**src/rtl/imem_access_arbiter.sv**
```systemverilog
// -----------------------------------------------------------------------------
// imem_access_arbiter
//
// Shares one instruction-memory port between the core's fetch path and a
// boot/patch loader.
//   BOOT  : the loader owns the port and the core is stalled. ld_done moves
//           the block to RUN; a write in that same cycle still completes.
//   RUN   : the core fetches. A pending loader write is noted and the block
//           moves to PATCH on the next edge, so the current cycle is still a
//           fetch.
//   PATCH : the loader owns the port for at most BURST_MAX accepted writes.
//           The block then returns to RUN for at least one fetch cycle, so
//           the core is never starved.
//
// Ports
//   clk, rst     : clock; synchronous active-high reset
//   pc           : core fetch byte address
//   fetch_req    : core wants an instruction this cycle
//   fetch_grant  : mem_addr carries pc this cycle and the read data is valid
//   stall        : core must hold pc
//   ld_valid     : loader write request
//   ld_ready     : loader write accepted when ld_valid & ld_ready
//   ld_addr      : loader byte address
//   ld_data      : loader write word
//   ld_done      : boot image complete (only looked at in BOOT)
//   mem_addr     : word index to instruction memory
//   mem_we       : memory write enable
//   mem_wdata    : memory write data
//   core_run     : high in every state except BOOT
//   ld_count     : accepted loader writes since reset, saturating at 2047
//   addr_err     : sticky flag for a misaligned or out-of-range access
// -----------------------------------------------------------------------------
module imem_access_arbiter #(
  parameter int DEPTH     = 1024,
  parameter int BURST_MAX = 16
) (
  input  logic        clk,
  input  logic        rst,
  input  logic [31:0] pc,
  input  logic        fetch_req,
  output logic        fetch_grant,
  output logic        stall,
  input  logic        ld_valid,
  input  logic [31:0] ld_addr,
  input  logic [31:0] ld_data,
  output logic        ld_ready,
  input  logic        ld_done,
  output logic [9:0]  mem_addr,
  output logic        mem_we,
  output logic [31:0] mem_wdata,
  output logic        core_run,
  output logic [10:0] ld_count,
  output logic        addr_err
);

  localparam int BW = $clog2(BURST_MAX + 1);

  typedef enum logic [1:0] {
    BOOT  = 2'd0,
    RUN   = 2'd1,
    PATCH = 2'd2
  } state_t;

  state_t          state, state_next;
  logic [BW-1:0]   burst_cnt, burst_next;
  logic            ld_err, pc_err;
  logic            accept, err_hit;

  // Misaligned, above the 4 KiB window, or beyond the configured depth.
  function automatic logic addr_bad(input logic [31:0] a);
    return (a[1:0] != 2'b00) || (a[31:12] != 20'd0) ||
           (32'(a[11:2]) >= 32'(DEPTH));
  endfunction

  assign ld_err    = addr_bad(ld_addr);
  assign pc_err    = addr_bad(pc);
  assign mem_wdata = ld_data;
  assign core_run  = (state != BOOT);

  // NOTE: every output of this block gets a default before the case so no
  // path leaves a signal unassigned, which would otherwise infer a latch.
  always_comb begin
    state_next  = state;
    burst_next  = '0;
    fetch_grant = 1'b0;
    stall       = 1'b1;
    ld_ready    = 1'b1;
    mem_addr    = ld_addr[11:2];
    // An erroring loader write is still accepted, it just never reaches memory.
    mem_we      = ld_valid & ~ld_err;

    case (state)
      BOOT: begin
        if (ld_done) state_next = RUN;
      end

      RUN: begin
        stall       = 1'b0;
        ld_ready    = 1'b0;
        mem_we      = 1'b0;
        mem_addr    = pc[11:2];
        fetch_grant = fetch_req;
        if (ld_valid) state_next = PATCH;
      end

      PATCH: begin
        if (!ld_valid) begin
          state_next = RUN;
        end else if (burst_cnt == BW'(BURST_MAX - 1)) begin
          // This write is the last of the burst; hand one cycle back to the core.
          state_next = RUN;
        end else begin
          burst_next = burst_cnt + 1'b1;
        end
      end

      default: state_next = BOOT;
    endcase
  end

  assign accept  = ld_valid & ld_ready;
  assign err_hit = (accept & ld_err) | (fetch_grant & pc_err);

  // NOTE: state registers use non-blocking assignments so every flop samples
  // the pre-edge values regardless of statement order.
  always_ff @(posedge clk) begin
    if (rst) begin
      state     <= BOOT;
      burst_cnt <= '0;
      ld_count  <= '0;
      addr_err  <= 1'b0;
    end else begin
      state     <= state_next;
      burst_cnt <= burst_next;
      if (accept && ld_count != 11'h7FF) ld_count <= ld_count + 11'd1;
      if (err_hit) addr_err <= 1'b1;
    end
  end

endmodule
```
**config.mk**
```make
export PLATFORM = sky130hd
export DESIGN_NAME = imem_access_arbiter
export DESIGN_NICKNAME = d
export VERILOG_FILES = /design/src/rtl/imem_access_arbiter.sv
export SDC_FILE = /design/constraint.sdc
export NUM_CORES = 1
export LEC_CHECK = 0
export CAP_MARGIN = 20
export CORE_ASPECT_RATIO = 0.8
export CORE_MARGIN = 3
export CORE_UTILIZATION = 29
export CTS_BUF_LIST = sky130_fd_sc_hd__clkbuf_8 sky130_fd_sc_hd__clkbuf_16
export DETAILED_ROUTE_END_ITERATION = 6
export PLACE_DENSITY = 0.92
export SLEW_MARGIN = 20
export SYNTH_ARGS = -nofsm -noshare
export SYNTH_HDL_FRONTEND = slang
export SYNTH_SLANG_ARGS = --single-unit
```
**constraint.sdc**
```tcl
create_clock -name clk -period 3.6 [get_ports clk]
set_input_delay 0.36 -clock clk [delete_from_list [all_inputs] [get_ports clk]]
set_output_delay 0.36 -clock clk [all_outputs]
set_load 0.02 [all_outputs]
```
==> results.md <==
- Status: finished clean
- CTS H-tree lvls: 1
- Routed WL: 4232 um
- Setup CP Type: flop to output port
- Pwr per Cell Area: 263.5 mW/mm2
- Max_cap viols: 0
- GPL Wtd Cong: 0.7776
- Die H: 67.31 um
- Setup crit end kind: output port
- Diode count: 0
- Worst Slack Setup Final: about 950 ps
- Worst rel slew slack: 56.46%
- Endpoints failing setup: 0
- Yosys warns: 0
- Max Freq: 376.7 MHz
- Setup WS pre-CTS: 1157 ps
- Adder-cell share of the synthesized area: 2.755%
- Startpoint Class: flop
- Worst-Margin Slew: 651.1 ps
- Full die area: 0.005562 mm2
- Main flop type after synthesis: dfxtp_1
- Number of synthesized flops with an enable pin: 0
- Gr usage total: between 10 and 15%
- Post-synthesis mux area share: around 2.4%
- CP Data Required Time: around 3200 ps
- Mapped Nets: 288
- Final min period: 2654 ps
- # Post-CTS Setup Buffers: 0
- Largest family of logic cells by synthesized area: simple AND/OR/NAND/NOR gates
- Worst-path clk slew: 80 ps
- Die W: 82.64 um
- Register area share after synthesis: 27.92%
- Antenna violations before repair: 0
- Root Driver: clkbuf_8
- DRC violations left: 0
- Buffers on Ports: between 90 and 100
- Initial DRC Count: 33
- First-pass GRT wire length: 6120 um
- Clock Sinks: 19
- Synthesized instance count: 184
- Routed vias: roughly 1400
- Simple-Gate Fraction of Synth Area: 33.43%
- Cts hold-fix bufs: 0
- Fin crit share: 73.73%
- Hpwl dp: roughly 3500 um
- Post-synth cell types: 38
- Area growth, synth to finish: 58.31%
- Pins Over Slew Limit: 0
- Layout Cells excl Fill: 302
- Top cell type's share of synthesized area: 27.92%
- Worst VDD drop: 0.1415 mV
- Initial Util: 31.24%
- Vias per cell: 4.775
- P_leak: approximately 0.82 nW
- Final hold violations: 0
- Post-route ant nets: 0
- Final core occ: between 40% and 50%
- RSZ-0062 raised after global routing: no
- Routed wire per std cell: 14.01 um
- 1st-pass router iterations: 4
- Placed Cells: 298
- Hold crit path type: flop to flop
- Overflow left after global routing: 0
- Share of cells above drive strength 1: ~4.1%
- Synth Area in Compound Gates: 10.74%
- Pin count of the biggest net entering global routing: 19
- Critical path arrival: 2290 ps
- Post-CTS sizing: 0
- Clk_lat worst skew: 260 ps
- Final #Nets: 350
- Bufs on Longest Clock Path: 2
- Core Region: 0.004362 mm2
- Io pins: 160
- Avg Synthesized Cell Area: about 7.4 um2
- Synth Register Bits: 19
- Final Skew: 5.326 ps
- Number of CTS-inserted buffers: 3
- Xor/xnor cell area share of the yosys netlist: 1.286%
- Synth area leaders: dfxtp_1 28%, buf_4 18%, nand2_1 11%
- Sum Neg Setup Slack: 0 ps
- Rows: 21
- Crit-path max FO: 16
- CTS tree: built
- Vias in the first global route: ~1400
- Async set-reset flop share out of synthesis: 0%
- Yosys top cell by area: dfxtp_1
- Synthesized area: 0.001363 mm2
cells in the final DEF, fill, tap and decap left out, types with 2 or more instances in the layout:
cell type,synthesis,routed
a211oi_1,2,2
a21oi_1,7,7
a31oi_1,3,3
and2_1,2,2
and3_1,4,4
clkbuf_8,0,3
clkdlybuf4s50_1,0,95
dfxtp_1,19,19
ha_1,3,3
inv_1,4,4
mux2_2,2,2
nand2_1,39,39
nand2b_1,2,2
nand3_1,4,4
nand4_1,4,4
nor2_1,13,13
nor2b_1,3,3
nor4_1,10,10
o21ai_0,4,4
o21bai_1,2,2
o31ai_1,2,2
or3_1,2,2
or4_1,2,2
critical path, stage by stage, from the launching register on:
cell and delay [ps]:
dfxtp_1 320, and2b_4 330, clkinv_1 430, nand2_1 330, nor3_1 80, clkdlybuf4s50_1 540
synth_stat cells (3+ instances only):
cell,number
nand2_1,39
buf_4,33
dfxtp_1,19
nor2_1,13
nor4_1,10
a21oi_1,7
and3_1,4
inv_1,4
nand3_1,4
nand4_1,4
o21ai_0,4
a31oi_1,3
clkbuf_1,3
ha_1,3
nor2b_1,3
per-layer routing:
| layer | up-vias | part of all wire (%) | GRT usage, % |
|---|---|---|---|
| li1 | 722 | - | - |
| met3 | 12 | 10 | 5.467 |
| met5 | - | 0 | 0 |
| met1 | 638 | 38 | 15.63 |
| met4 | 0 | 1.0 | 2.857 |
| met2 | 70 | 51 | 26.30 |
logic make-up (layout without fill, tap and decap cells):
logic type / count (synthesis) / in the layout
AO/OA/AOI/OAI: 23 / 23
AND/OR/NAND/NOR: 91 / 91
flip-flops: 19 / 19
buffers and inverters: 43 / 104
multiplexers: 3 / 3
adder cells (fa/ha/maj): 3 / 3
XOR/XNOR: 2 / 2
layout make-up:
type | count | area (um2)
inverters | 5 | 18.77
well taps | 57 | 71.32
fillers | 431 | 2205
flip-flops and latches | 19 | 380.4
clock inverters | 1 | 5.005
multi-input cells | 122 | 689.4
clock buffers | 3 | 41.29
repair buffers | 95 | 950.9
metrics by stage:
| step | power (mW) | hold WS [ps] | cell area [um2] |
|---|---|---|---|
| 2_1_floorplan | 0.3515 | 417.5 | 1363 |
| 6_report | 0.5684 | 458.4 | 2157 |
| 3_5_place_dp | 0.4249 | 445.8 | 2111 |
| 4_1_cts | 0.5747 | 459.2 | 2157 |
| 3_3_place_gp | 0.4215 | 434.3 | 2111 |
| 5_1_grt | 0.5952 | 484.1 | 2157 |
report_power, final:
part / internal (mW) / leakage [nW] / total (mW) / switching [mW]
clock network: 0.0769 / 0.0255 / 0.149 / 0.0723
logic: 0.119 / 0.643 / 0.199 / 0.0794
registers: 0.216 / 0.154 / 0.221 / 0.00487
total: 0.412 / 0.822 / 0.568 / 0.157
worst paths after layout:
kind	from	endpoint	slack [ps]	cells past startpoint
worst max-delay path	state[1]$_SDFFE_PP0P_	mem_we	950	5
worst min-delay path	burst_cnt[0]$_SDFF_PP0_	burst_cnt[0]$_SDFF_PP0_	460	1
worst max register to register	state[1]$_SDFFE_PP0P_	ld_count[10]$_SDFFE_PP0P_	1660	5
worst min register to register	burst_cnt[0]$_SDFF_PP0_	burst_cnt[0]$_SDFF_PP0_	460	1
state kept, by name (all words and copies together) (netlist names):
register,cells
burst_cnt,5
addr_err,1
state,2
ld_count,11
No activity file was read; power rests on OpenSTA's default activity.
